===== src/rtl/pb_io_hub.sv =====
// pb_io_hub: PicoBlaze I/O port hub.
// Decodes N_IN input ports and N_OUT output ports, registers the in_port read
// mux, produces per-port read-ack / write-enable pulses, and captures rising
// edges on event sources into a pending register that drives a masked
// interrupt request with a request/ack handshake.
//
// Ports:
//   clk, pb_reset        clock, asynchronous active-high reset
//   port_id              PicoBlaze port address
//   read_strobe          PicoBlaze read strobe
//   write_strobe         PicoBlaze write strobe
//   out_port             PicoBlaze write data
//   interrupt_ack        PicoBlaze interrupt acknowledge
//   in_port              registered read data to PicoBlaze
//   interrupt            interrupt request to PicoBlaze
//   in_data              input port bytes, port i = in_data[8i+7:8i]
//   rd_ack               one-cycle read acknowledge per input port
//   event_in             level event sources
//   out_data             held output port bytes, port j = out_data[8j+7:8j]
//   wr_en                one-cycle write pulse per output port
module pb_io_hub #(
    parameter int unsigned N_IN      = 8,
    parameter int unsigned N_OUT     = 4,
    parameter logic [7:0]  IN_BASE   = 8'h00,
    parameter logic [7:0]  OUT_BASE  = 8'h10,
    parameter logic [7:0]  STAT_PORT = 8'hF0,
    parameter logic [7:0]  MASK_PORT = 8'hF1,
    parameter logic [7:0]  ACK_PORTS = 8'h04
) (
    input  logic                 clk,
    input  logic                 pb_reset,
    input  logic [7:0]           port_id,
    input  logic                 read_strobe,
    input  logic                 write_strobe,
    input  logic [7:0]           out_port,
    input  logic                 interrupt_ack,
    output logic [7:0]           in_port,
    output logic                 interrupt,
    input  logic [N_IN*8-1:0]    in_data,
    output logic [N_IN-1:0]      rd_ack,
    input  logic [N_IN-1:0]      event_in,
    output logic [N_OUT*8-1:0]   out_data,
    output logic [N_OUT-1:0]     wr_en
);

    localparam int unsigned BYTE_W = 8;

    typedef enum logic [1:0] {
        ST_IDLE   = 2'd0,
        ST_ASSERT = 2'd1,
        ST_ACKED  = 2'd2
    } state_t;

    state_t              state;
    state_t              state_d;
    logic                interrupt_d;

    logic [N_IN-1:0]     mask;
    logic [N_IN-1:0]     pending;
    logic [N_IN-1:0]     edge_prev;

    logic                stat_hit_c;
    logic                mask_hit_c;
    logic [N_IN-1:0]     in_hit_c;
    logic [N_OUT-1:0]    out_hit_c;
    logic [BYTE_W-1:0]   rd_data_c;
    logic [N_IN-1:0]     rise_c;
    logic [N_IN-1:0]     w1c_c;
    logic [N_IN-1:0]     pending_d;
    logic                stat_wr_c;
    logic                irq_c;

    // Address decode for the status/mask registers and the port windows.
    always_comb begin
        stat_hit_c = (port_id == STAT_PORT);
        mask_hit_c = (port_id == MASK_PORT);
        in_hit_c   = '0;
        out_hit_c  = '0;
        for (int i = 0; i < N_IN; i++) begin
            in_hit_c[i] = (port_id == (IN_BASE + 8'(i)));
        end
        for (int j = 0; j < N_OUT; j++) begin
            out_hit_c[j] = (port_id == (OUT_BASE + 8'(j)));
        end
    end

    // Read mux; status and mask registers shadow any overlapping input port.
    always_comb begin
        rd_data_c = '0;
        for (int i = 0; i < N_IN; i++) begin
            if (in_hit_c[i]) begin
                rd_data_c = in_data[i*BYTE_W +: BYTE_W];
            end
        end
        if (mask_hit_c) begin
            rd_data_c = BYTE_W'(mask);
        end
        if (stat_hit_c) begin
            rd_data_c = BYTE_W'(pending);
        end
    end

    // Edge capture; a new rising edge beats a simultaneous write-1-to-clear.
    always_comb begin
        stat_wr_c = write_strobe & stat_hit_c;
        rise_c    = event_in & ~edge_prev;
        w1c_c     = stat_wr_c ? out_port[N_IN-1:0] : '0;
        pending_d = (pending & ~w1c_c) | rise_c;
        irq_c     = |(pending & mask);
    end

    // Interrupt FSM: next state and the registered interrupt value.
    always_comb begin
        state_d     = state;
        interrupt_d = 1'b0;
        case (state)
            ST_IDLE: begin
                if (irq_c) begin
                    state_d = ST_ASSERT;
                end
            end
            ST_ASSERT: begin
                if (interrupt_ack) begin
                    state_d = ST_ACKED;
                end else if (!irq_c) begin
                    state_d = ST_IDLE;
                end
            end
            ST_ACKED: begin
                if (stat_wr_c) begin
                    state_d = ST_IDLE;
                end
            end
            default: begin
                state_d = ST_IDLE;
            end
        endcase
        // Registering the next-state decode keeps interrupt aligned with ASSERT.
        interrupt_d = (state_d == ST_ASSERT);
    end

    // FSM state register.
    always_ff @(posedge clk or posedge pb_reset) begin
        if (pb_reset) begin
            state     <= ST_IDLE;
            interrupt <= 1'b0;
        end else begin
            state     <= state_d;
            interrupt <= interrupt_d;
        end
    end

    // Read path: registered in_port and read-ack pulses.
    always_ff @(posedge clk or posedge pb_reset) begin
        if (pb_reset) begin
            in_port <= '0;
            rd_ack  <= '0;
        end else begin
            in_port <= rd_data_c;
            rd_ack  <= read_strobe ? (in_hit_c & ACK_PORTS[N_IN-1:0]) : '0;
        end
    end

    // Write path: held output registers and one-cycle write pulses.
    always_ff @(posedge clk or posedge pb_reset) begin
        if (pb_reset) begin
            out_data <= '0;
            wr_en    <= '0;
        end else begin
            wr_en <= write_strobe ? out_hit_c : '0;
            for (int j = 0; j < N_OUT; j++) begin
                if (write_strobe && out_hit_c[j]) begin
                    out_data[j*BYTE_W +: BYTE_W] <= out_port;
                end
            end
        end
    end

    // Event registers; edge_prev resets high so sources already high at
    // reset release do not look like fresh edges.
    always_ff @(posedge clk or posedge pb_reset) begin
        if (pb_reset) begin
            mask      <= '0;
            pending   <= '0;
            edge_prev <= '1;
        end else begin
            if (write_strobe && mask_hit_c) begin
                mask <= out_port[N_IN-1:0];
            end
            pending   <= pending_d;
            edge_prev <= event_in;
        end
    end

endmodule

===== config.mk =====
export PLATFORM = sky130hd
export DESIGN_NAME = pb_io_hub
export DESIGN_NICKNAME = d
export VERILOG_FILES = /design/src/rtl/pb_io_hub.sv
export SDC_FILE = /design/constraint.sdc
export NUM_CORES = 1
export LEC_CHECK = 0
export CORE_MARGIN = 2
export CORE_UTILIZATION = 39
export DETAILED_ROUTE_END_ITERATION = 8
export GPL_TIMING_DRIVEN = 0
export PLACE_DENSITY_LB_ADDON = 0.3
export SLEW_MARGIN = 0
export SYNTH_ARGS = -nofsm -noshare
export SYNTH_HDL_FRONTEND = slang
export SYNTH_SLANG_ARGS = --single-unit

===== constraint.sdc =====
create_clock -name clk -period 2.1 [get_ports clk]
set_input_delay 0.315 -clock clk [delete_from_list [all_inputs] [get_ports clk]]
set_output_delay 0.315 -clock clk [all_outputs]
set_load 0.03 [all_outputs]

# Word-level counts from Yosys, hierarchy flattened
# Cells that the tools add are included.
[op_classes]
eq_ne = 16
reduce_logical = 8
n_bitwise = 7
n_mux = 18
[ops]
columns = ["operator", "count"]
rows = [
  ["$mux W8", 11],
  ["$eq A8 B3 Y1 const B", 4],
  ["$eq A8 B5 Y1 const B", 4],
  ["$and A8 B8 Y8", 3],
  ["$eq A8 B2 Y1 const B", 2],
  ["$eq A8 B8 Y1 const B", 2],
  ["$not A8 Y8", 2],
  ["$eq A8 B1 Y1 const B", 1],
  ["$logic_not A8 Y1", 1],
  ["$mux W2", 4],
  ["$or A8 B8 Y8", 1],
  ["$reduce_or A8 Y1", 1],
  ["$pmux W2 S3", 1],
  ["$logic_and A1 B1 Y1", 5],
  ["$eq A2 B1 Y1 const B", 2],
  ["$mux W4", 1],
  ["$mux W3", 1],
  ["$eq A2 B2 Y1 const B", 1],
  ["$logic_not A2 Y1", 1],
  ["$and A1 B1 Y1", 1],
]
[totals]
regBits = 74
in_bits = 93

# Logic depth before layout (Yosys ltp)
# Gate-level depths: netlist of run 1.
[logic_depth]
ltp_word = 11
ltp_mapped = 8
depth_no_buf = 5

# Least setup slack after synthesis of run 1
# No wires, ideal clock.
[synth_timing]
kind = "input port to flip-flop"
from = "input port_id[2]"
to = "register pending[0]"
setup_ns = 0.121
path_buffers = 3
t_arrival_ns = 1.624
path_slack_ns = 0.355
stages = 8
path_cell_list = "buf_6 -> or2_1 -> buf_6 -> nor4_4 -> and2_1 -> buf_6 -> nand2_1 -> a22o_1"
[synth_via]
elab_chain_len = 6
[synth_rtl]
columns = ["item", "line_no", "rtl"]
rows = [
  ["from (decl)", "32", "input logic [7:0] port_id,"],
  ["$eq A8 B8 Y1", "75", "stat_hit_c = (port_id == STAT_PORT);"],
  ["$and A1 B1 Y1", "105", "stat_wr_c = write_strobe & stat_hit_c;"],
  ["$mux W8", "107", "w1c_c = stat_wr_c ? out_port[N_IN-1:0] : '0;"],
  ["$not A8 Y8", "108", "pending_d = (pending & ~w1c_c) | rise_c;"],
  ["$and A8 B8 Y8", "108", ""],
  ["$or A8 B8 Y8", "108", ""],
  ["named net pending_d[0]", "69", "logic [N_IN-1:0] pending_d;"],
  ["to (signal assigned)", "190", "pending <= pending_d;"],
  ["to (decl)", "59", "logic [N_IN-1:0] pending;"],
]
# The timed path passes the listed nets, and every way through them passes these cells.
# A chain may end at the register's enable or synchronous reset.

# Worst setup path in the final report of run 1
[layout_timing]
from = "input port_id[0]"
to = "register in_port[3]"
[layout_via]
elab_chain_len = 11
elab_cells_between_ends = 20
[layout_rtl]
columns = ["item", "line_no", "rtl"]
rows = [
  ["$logic_not A8 Y1", "80", "in_hit_c[i] = (port_id == (IN_BASE + 8'(i)));"],
  ["$mux W8 (8 in a row)", "91", "if (in_hit_c[i]) begin"],
  ["$mux W8", "95", "if (mask_hit_c) begin"],
  ["$mux W8 (*)", "98", "if (stat_hit_c) begin"],
  ["named net rd_data_c[3]", "66", "logic [BYTE_W-1:0] rd_data_c;"],
  ["to (signal assigned)", "159", "in_port <= rd_data_c;"],
  ["to (decl)", "37", "output logic [7:0] in_port,"],
]
# The timed path passes the listed nets; every way through them passes the cells marked *.

==> results.py, run 1 <==
metrics = {
    "run_status": {
        "status": "finished, final reports clean",
    },
    "clocking": {
        "cts_sinks": 72,
        "hold_buffers": 0,
        "htree_num_levels": 3,
        "clk_pin_slew_worst_paths_ps": 80,
        "root_buffer": "clkbuf_8",
        "clk_latency_ps": 340,
        "cts_tree": "built",
        "cts_buffers": 9,
        "cts_max_path_buffers": 2,
    },
    "route": {
        "antenna_left": 0,
        "first_pass_iters": 4,
        "dr_total_vias": 3253,
        "totalWireLength_um": 10500,
        "route.detailed.drc": 0,
        "routed_via_density": 5.39,
        "drt_iter0_drc": 119,
        "routedWlPerCell_um": 17.5,
    },
    "yosys": {
        "yosys_warnings": 0,
        "synth_most_common_cell": "dfrtp_1",
        "synth-seq-cells": 72,
        "ys_seq_area_share_pct": 49.8,
        "syn_area_mm2": 0.00364,
        "synth_top_area_share_pct": 44.0,
        "synthArstFlopShare_pct": 100,
        "synth_commonest_cells": "64 x dfrtp_1, 41 x mux2_2, 18 x nand2_1",
        "ys.flop_type": "dfrtp_1",
        "avgSynthCellArea_um2": 11.2,
        "yosys-top-cells-area": "dfrtp_1 44%, mux2_2 13%, dfstp_2 5.8%, a22o_1 2.4%, a21oi_1 2.2%",
        "synth.largest_area_cell": "dfrtp_1",
        "synth_edf_count": 0,
        "postSynthCellCount": 325,
        "synthDistinctLibCells": 43,
    },
    "die": {
        "dieArea_mm2": 0.0101,
        "fp.dieW_um": 101,
        "die_h_um": 101,
        "core_mm2": 0.00915,
        "initial_core_util_pct": 39.8,
        "row_count": 35,
        "num_io_pins": 146,
    },
    "setup_path": {
        "critPathKind": "primary input to flip-flop",
        "setup.worst_path.end_class": "flip-flop",
        "cp-start-kind": "primary input",
        "worst-path-max-fanout": 10,
        "cp.required_ps": 2390,
        "worstPathArrival_ps": 2340,
    },
    "sta": {
        "tightest_slew_ps": 558,
        "max_slew_margin_pct": 62.7,
        "finalHoldViolCount": 0,
        "fin_tns_setup_ps": 0,
        "setup_slack_ps": 46.5,
        "period_share_pct": 97.8,
        "period_needed_ps": 2050,
        "fmax_mhz": 487,
        "clock_skew_ps": 6.41,
        "maxSlewViolCount": 0,
        "finalSetupViolCount": 0,
        "rsz0062_at_grt": "true",
    },
    "cells_and_area": {
        "fillers": 764,
        "drive_above_1_share_pct": 22.9,
        "fin_util_pct": 60.4,
        "diodes": 0,
        "final_cell_area_mm2": 0.00553,
        "nets": 581,
        "syn_to_final_growth_pct": 51.9,
    },
    "power": {
        "ir_drop_v": 0.000476,
        "pwr-share-comb_pct": 19.8,
        "intPower_mw": 2.39,
        "p_sw_mw": 0.882,
        "total_power_mw": 3.27,
        "switching_share_pct": 27.0,
        "seq_power_share_pct": 45.9,
        "clock_power_share_pct": 34.2,
        "p_leak_nw": 2.45,
        "power_density_mw_per_mm2": 591,
    },
    "global_routing": {
        "grt_max_degree": 37,
        "grt_pass1_vias": 3356,
        "track_usage_pct": 21.2,
        "grt_overflow": 0,
        "antenna_found_initial": 0,
        "grt_pass1_wl_um": 16700,
    },
    "place": {
        "placed_area_mm2": 0.00522,
        "hpwl_um": 7940,
        "io_buffers": 137,
        "globalplace.congestion": 0.814,
        "post-place-ws_ps": -514,
    },
    "run": {
        "drv_cap": 0,
    },
    "hold_path": {
        "hp-class": "primary input to async pin",
    },
}
-- registers in the layout, indices dropped and copies added (netlist names) --
name and cells:
in_port 8, wr_en 4, interrupt 1, out_data 32, edge_prev 8, mask 8, rd_ack 1, state 2
pending 8
-- power groups by stage --
stage                     clock [mW]  sequential, mW  combinational (mW)
after global placement             0            1.52               0.617
after floorplan                    0            1.60               0.224
final                           1.12            1.50               0.648
after detailed placement           0            1.53               0.636
after global routing            1.20            1.51               0.697
after CTS                       1.15            1.50               0.644
-- logic make-up after synthesis --
kind of cell | synth area share [%]
simple gates | 14.2
compound gates | 16.6
flops | 49.8
mux | 13.5
buf+inv | 5.81
other cells | 0.103
-- metal layers --
layer  GRT usage (%)  vias up  routed length (um)
li1                -     1505                   -
met1            26.6     1584                4480
met2            34.4      137                4940
met3            6.24       27                 879
met4            8.43        0                 252
met5               0        -                   0
-- layout by cell type, fill, tap and decap left out, types with 2 or more instances in the layout --
cell / count
buf_6: 3
a22oi_1: 7
nor3_1: 2
a32oi_1: 7
nand4_1: 2
nor2b_1: 2
conb_1: 7
dfrtp_1: 64
clkinv_2: 2
and2_1: 8
mux2i_1: 3
mux2_2: 41
o2bb2ai_1: 7
nor2_2: 3
nor2_1: 10
a221oi_1: 5
buf_4: 16
nand3_1: 7
inv_1: 16
buf_2: 6
o221ai_1: 7
a21oi_1: 16
clkbuf_1: 3
nor3_4: 3
clkinvlp_4: 2
nand2_1: 18
a22o_1: 10
or3b_2: 7
a21o_1: 7
buf_12: 2
clkbuf_8: 10
clkdlybuf4s50_1: 136
nand2b_1: 11
dfstp_2: 8
o22ai_1: 2
o21ai_0: 15
-- through the flow --
step	instances	hold WS [ps]
after global routing	604	310
after CTS	598	269
after floorplan	331	319
after detailed placement	581	486
final	604	276
after global placement	579	473
-- critical path: stages --
cell and delay [ps]:
clkdlybuf4s50_1 470, buf_4 210, clkbuf_4 190, or3b_2 450, a21oi_1 150, o221ai_1 170, a32oi_1 270, a21o_1 120
-- repair_timing --
action | in CTS | in global routing
buffers inserted | 1 | 6
resized for setup | 5 | 5
pin swaps | 1 | 2
setup endpoints to repair | 23 | 51
-- area by class of cell --
cell class | instances | area (um2) | area share [%]
buffer | 23 | 158 | 2.85
clock buffer | 10 | 138 | 2.49
clock inverter | 6 | 67.6 | 1.22
inverter | 17 | 67.6 | 1.22
multi-input combinational | 219 | 1660 | 30.1
sequential | 72 | 1810 | 32.8
tap | 111 | 139 | 2.51
timing repair buffer | 146 | 1490 | 26.9
-- final timing paths --
check	from	endpoint	cells after the start	slack [ps]
worst max-delay path	port_id[0]	in_port[3]	8	50
worst min-delay path	pb_reset	out_data[7]	2	280
worst max register to register	pending[6]	state[0]	3	810
worst min register to register	state[1]	interrupt	1	500
max in group asynchronous	pb_reset	edge_prev[1]	4	1090
min in group clk	event_in[0]	edge_prev[0]	1	390
Note: power is estimated with default switching activity, not from simulation.
==> run 2: changes to the inputs <==
--- a/config.mk
+++ b/config.mk
@@ -7,5 +7,5 @@
 export LEC_CHECK = 0
 export CORE_MARGIN = 2
-export CORE_UTILIZATION = 39
+export CORE_UTILIZATION = 30
 export DETAILED_ROUTE_END_ITERATION = 8
 export GPL_TIMING_DRIVEN = 0
==> constraint.sdc (replaced) <==
create_clock -name clk -period 2.1 [get_ports clk]
set_input_delay 0.42 -clock clk [delete_from_list [all_inputs] [get_ports clk]]
set_output_delay 0.42 -clock clk [all_outputs]
set_load 0.03 [all_outputs]
==> run 2 against run 1 <==
  * Maximum frequency increased by 2.0%
  * Largest cell class unchanged
  * Sequential power about the same
  * Clock power increased by 55%
  * Die area increased by 29%
  * Wire length increased by 6.6%
  * Utilization decreased by 12 points
  * First-iteration DRC count increased by 23%
  * Flip-flop and latch count unchanged
  * Via count decreased by 1.8%
  * Largest power group is now the clock network
  * Sequential share of layout area decreased by 1.2 points
  * Clock-buffer cell count unchanged
  * Power increased by 19%
==> results.py, run 2 (synthesis results as in run 1) <==
metrics = {
    "clocking": {
        "cts_max_path_buffers": 2,
        "root_buffer": "clkbuf_16",
        "cts_buffers": 9,
        "cts_sinks": 72,
        "clk_pin_slew_worst_paths_ps": 60,
        "clk_latency_ps": 330,
        "cts_tree": "built",
        "htree_num_levels": 3,
    },
    "place": {
        "post-place-ws_ps": -607,
        "placed_area_mm2": 0.00524,
        "hpwl_um": 8570,
        "globalplace.congestion": 0.900,
        "io_buffers": 137,
    },
    "setup_path": {
        "reg2reg_slack_ps": 790,
        "cp_slowest_stage_delay_ps": 630,
        "worstRegToRegCells": 3,
        "setup.worst_path.end_class": "flip-flop",
        "worstPathArrival_ps": 2270,
        "worst-path-max-fanout": 7,
        "r2r-start": "pending[6]",
        "regToRegEndpoint": "state[0]",
        "crit_path_top_delay_cell": "or4_4",
        "critPathKind": "primary input to flip-flop",
        "cp.required_ps": 2360,
        "cp-start-kind": "primary input",
        "path_cells": "clkdlybuf4s50_1 > or4_4 > nor2_4 > o221ai_1 > a32oi_1 > a21o_1",
    },
    "cells_and_area": {
        "mostFrequentLayoutCells": "134 x clkdlybuf4s50_1, 64 x dfrtp_1, 41 x mux2_2",
        "largest_register_ff_count": 32,
        "nets": 581,
        "final_common_cell": "clkdlybuf4s50_1",
        "syn_to_final_growth_pct": 57.5,
        "drive_above_1_share_pct": 23.1,
        "final_cell_area_mm2": 0.00573,
        "regMostFlops": "out_data",
    },
    "sta": {
        "maxSlewViolCount": 0,
        "period_needed_ps": 2010,
        "fmax_mhz": 497,
        "tightest_slew_ps": 914,
        "max_slew_margin_pct": 39.0,
        "finalSetupViolCount": 0,
        "finalHoldViolCount": 0,
        "rsz0062_at_grt": "false",
        "period_share_pct": 95.9,
        "clock_skew_ps": 7.04,
        "setup_slack_ps": 87.0,
    },
    "route": {
        "wl_met1_um": 4910,
        "routedWlPerCell_um": 17.5,
        "route.detailed.drc": 0,
        "dr_total_vias": 3193,
        "first_pass_iters": 4,
        "topRoutingLayerUsed": "met4",
        "antenna_left": 0,
        "totalWireLength_um": 11200,
        "wl_met3_um": 754,
        "drt_iter0_drc": 146,
        "met2_length_um": 5400,
        "routed_via_density": 4.98,
    },
    "hold_path": {
        "min_from": "state[1]",
        "hp-class": "flip-flop to flip-flop",
        "min_path_cells": 1,
        "hold-path-endpoint": "interrupt",
    },
    "power": {
        "ir_drop_v": 0.000524,
        "p_leak_nw": 2.52,
        "power_density_mw_per_mm2": 677,
    },
    "global_routing": {
        "grt_max_degree": 43,
        "grt_pass1_wl_um": 17700,
        "grt_pass1_vias": 3305,
        "antenna_found_initial": 1,
        "track_usage_pct": 17.6,
        "grt_overflow": 0,
    },
    "run": {
        "drv_cap": 0,
    },
    "die": {
        "die_h_um": 114,
        "core_mm2": 0.0119,
        "fp.dieW_um": 114,
        "dieArea_mm2": 0.0130,
        "num_io_pins": 146,
        "row_count": 40,
        "initial_core_util_pct": 30.6,
    },
    "run_status": {
        "status": "finished, final reports clean",
    },
}
run 2: cell count changes in the layout (fill, tap and decap cells not counted), sizes merged:
cell	previous run	this run
clkinv	3	1
bufinv	1	3
buf	28	29
diode	0	1
dlygate4sd2	0	1
clkdlybuf4s50	136	134
run 2: critical path, delay by kind of cell:
kind,cells,cell delay (ps)
buf+inv,1,450
compound gates,3,560
simple gates,2,840
run 2: power breakdown:
group          leakage (nW)  internal [mW]  total [mW]  switching (mW)
registers             0.926           1.46        1.50          0.0401
logic                  1.43          0.333       0.645           0.312
clock network         0.163           1.17        1.74           0.570
run 2: repair_timing:
item                                    in CTS  in global routing
pin swaps                                    3                  5
endpoints found under the setup margin      55                 26
hold buffers                                 0                  0
buffers inserted                             4                  4
gates resized for setup                     11                  9
run 2: routing by layer:
metal | vias up | track usage, %
met4 | 0 | 5.53
met3 | 13 | 4.98
li1 | 1506 | -
met5 | - | 0
met2 | 105 | 29.1
met1 | 1569 | 22.3
run 2: worst max-delay path by stage:
stage / startpoint / endpoint / slack, ps / cells after the start
after detailed placement: port_id[1] / out_data[23] / -610 / 5
after global routing: port_id[4] / pending[4] / 0.9 / 7
final: port_id[7] / in_port[0] / 90 / 6
after CTS: port_id[7] / out_data[10] / -100 / 5
after floorplan: port_id[2] / pending[0] / 250 / 8
after global placement: port_id[1] / out_data[20] / -580 / 5
run 2: area by class of cell:
| cell class | instances | area (um2) |
|---|---|---|
| sequential | 72 | 1810 |
| tap | 147 | 184 |
| clock buffer | 10 | 229 |
| inverter | 17 | 67.6 |
| clock inverter | 6 | 115 |
| antenna | 1 | 2.50 |
| fill | 1115 | 6180 |
| timing repair buffer | 146 | 1470 |
| buffer | 23 | 161 |
| multi-input combinational | 219 | 1690 |
run 2: metrics by stage:
stage | total power, mW | std cells | util [%] | hold WS (ps) | TNS, ps
after floorplan | 1.82 | 331 | - | 424 | 0
after global placement | 2.15 | 615 | 43.8 | 468 | -26400
after detailed placement | 2.16 | 616 | 44.0 | 480 | -27600
after CTS | 3.93 | 636 | 47.5 | 491 | -1070
after global routing | 4.04 | 641 | 48.1 | 509 | 0
final | 3.88 | 641 | 48.1 | 499 | 0
==> run 3: changes to the inputs <==
- CORE_UTILIZATION: 30 -> 39
==> run 3 against run 2 <==
  * Clock-buffer cell count stayed put
  * Combinational power hardly changed
  * Cell area is 3.4% lower
  * Clock power is 36% lower
  * Critical path depth stayed put
  * Maximum frequency hardly changed
  * Non-clock buffer count is 3 lower
  * Setup slack hardly changed
  * Utilization is 12 points higher
  * Final cell count is 6.2% lower
==> results.py, run 3 (synthesis results as in run 1) <==
metrics = {
    "power": {
        "power_density_mw_per_mm2": 590,
        "total_power_mw": 3.27,
        "p_leak_nw": 2.44,
        "ir_drop_v": 0.000475,
    },
    "global_routing": {
        "grt_pass1_wl_um": 16800,
        "grt_pass1_vias": 3344,
        "grt_overflow": 0,
        "antenna_found_initial": 0,
        "met2_usage_pct": 34.7,
        "track_usage_pct": 21.3,
        "gr-usage-met3_pct": 6.24,
        "grt_max_degree": 37,
        "use_met1_pct": 26.9,
        "top_usage_layer": "met2",
    },
    "setup_path": {
        "cp.required_ps": 2330,
        "critPathKind": "primary input to flip-flop",
        "cp-start-kind": "primary input",
        "reg2reg_slack_ps": 820,
        "worst-path-max-fanout": 9,
        "worstRegToRegCells": 3,
        "setup.worst_path.end_class": "flip-flop",
        "worstPathArrival_ps": 2240,
        "regToRegEndpoint": "state[0]",
        "r2r-start": "pending[6]",
    },
    "place": {
        "globalplace.congestion": 0.814,
        "hpwl_um": 7940,
        "placed_area_mm2": 0.00522,
        "io_buffers": 137,
    },
    "cells_and_area": {
        "regMostFlops": "out_data",
        "final_common_cell": "clkdlybuf4s50_1",
        "mostFrequentLayoutCells": "134 x clkdlybuf4s50_1, 64 x dfrtp_1, 41 x mux2_2",
        "final_cell_area_mm2": 0.00554,
        "fin_util_pct": 60.5,
        "diodes": 0,
        "syn_to_final_growth_pct": 52.1,
        "largest_register_ff_count": 32,
        "nets": 578,
        "drive_above_1_share_pct": 22.9,
    },
    "clocking": {
        "cts_tree": "built",
        "clk_latency_ps": 350,
        "cts_sinks": 72,
        "root_buffer": "clkbuf_8",
        "hold_buffers": 0,
        "htree_num_levels": 3,
        "cts_buffers": 9,
        "cts_max_path_buffers": 2,
        "clk_pin_slew_worst_paths_ps": 80,
    },
    "die": {
        "die_h_um": 101,
        "initial_core_util_pct": 39.8,
        "dieArea_mm2": 0.0101,
        "row_count": 35,
        "core_mm2": 0.00915,
        "fp.dieW_um": 101,
        "num_io_pins": 146,
    },
    "sta": {
        "fmax_mhz": 497,
        "clock_skew_ps": 7.43,
        "period_needed_ps": 2010,
        "holdWs_ps": 380,
        "finalSetupViolCount": 0,
        "maxSlewViolCount": 0,
        "period_share_pct": 95.9,
        "finalHoldViolCount": 0,
        "tightest_slew_ps": 513,
        "max_slew_margin_pct": 65.3,
    },
    "route": {
        "routedWlPerCell_um": 17.6,
        "route.detailed.drc": 0,
        "antenna_left": 0,
        "drt_iter0_drc": 122,
        "first_pass_iters": 4,
        "dr_total_vias": 3198,
        "totalWireLength_um": 10600,
        "routed_via_density": 5.32,
    },
    "hold_path": {
        "hp-class": "primary input to async pin",
    },
    "run": {
        "drv_cap": 0,
    },
    "run_status": {
        "status": "finished, final reports clean",
    },
}
-- run 3: changes by cell type in the layout (fill, tap and decap cells not counted), moves of 2 or more --
cell,change
buf_4,-5
clkbuf_16,-9
nor3_2,+2
clkbuf_8,+10
dlygate4sd2_1,+2
clkinv_2,+2
bufinv_16,-2
-- run 3: worst max-delay path by stage --
stage / startpoint / to / slack [ps] / depth (start not counted)
CTS: port_id[7] / out_data[8] / 10 / 5
global placement: port_id[1] / out_data[21] / -570 / 5
finish: port_id[7] / out_data[0] / 90 / 6
floorplan: port_id[2] / pending[0] / 250 / 8
detailed placement: port_id[1] / out_data[21] / -620 / 5
global route: port_id[7] / out_data[0] / -10 / 6
-- run 3: cell type report --
| class | instances | area [um2] |
|---|---|---|
| fillers | 766 | 3620 |
| flip-flops and latches | 72 | 1810 |
| multi-input cells | 219 | 1680 |
| repair buffers | 143 | 1470 |
| plain buffers | 23 | 159 |
| well taps | 111 | 139 |
| clock buffers | 10 | 138 |
| clock inverters | 6 | 67.6 |
| inverters | 17 | 67.6 |
-- run 3: report_power, final --
group | switching [mW] | internal (mW)
Sequential | 0.0406 | 1.46
Combinational | 0.311 | 0.337
Clock | 0.532 | 0.587
Total | 0.883 | 2.38
-- run 3: what timing repair did --
action | CTS | global route
resized for setup | 13 | 3
buffers inserted | 3 | 1
endpoints found under the setup margin | 49 | 31
pin swaps | 2 | 3
-- run 3: metal layers --
| layer | vias up | wire length (um) |
|---|---|---|
| met1 | 1555 | 4540 |
| met3 | 16 | 862 |
| li1 | 1502 | - |
| met4 | 0 | 200 |
| met5 | - | 0 |
| met2 | 125 | 4990 |
-- run 3: critical path: stages --
cell and delay, ps:
clkdlybuf4s50_1 460, nor3_2 250, nand4_1 320, nor3_4 270, buf_12 170, mux2_2 340
-- run 3: metrics by stage --
stage / cells / TNS (ps) / setup slack, ps
after floorplan: 331 / 0 / 250
after global placement: 579 / -24540 / -567
after detailed placement: 581 / -26610 / -619
after CTS: 600 / 0 / 11.6
after global routing: 601 / -17.4 / -14.3
final: 601 / 0 / 86.8
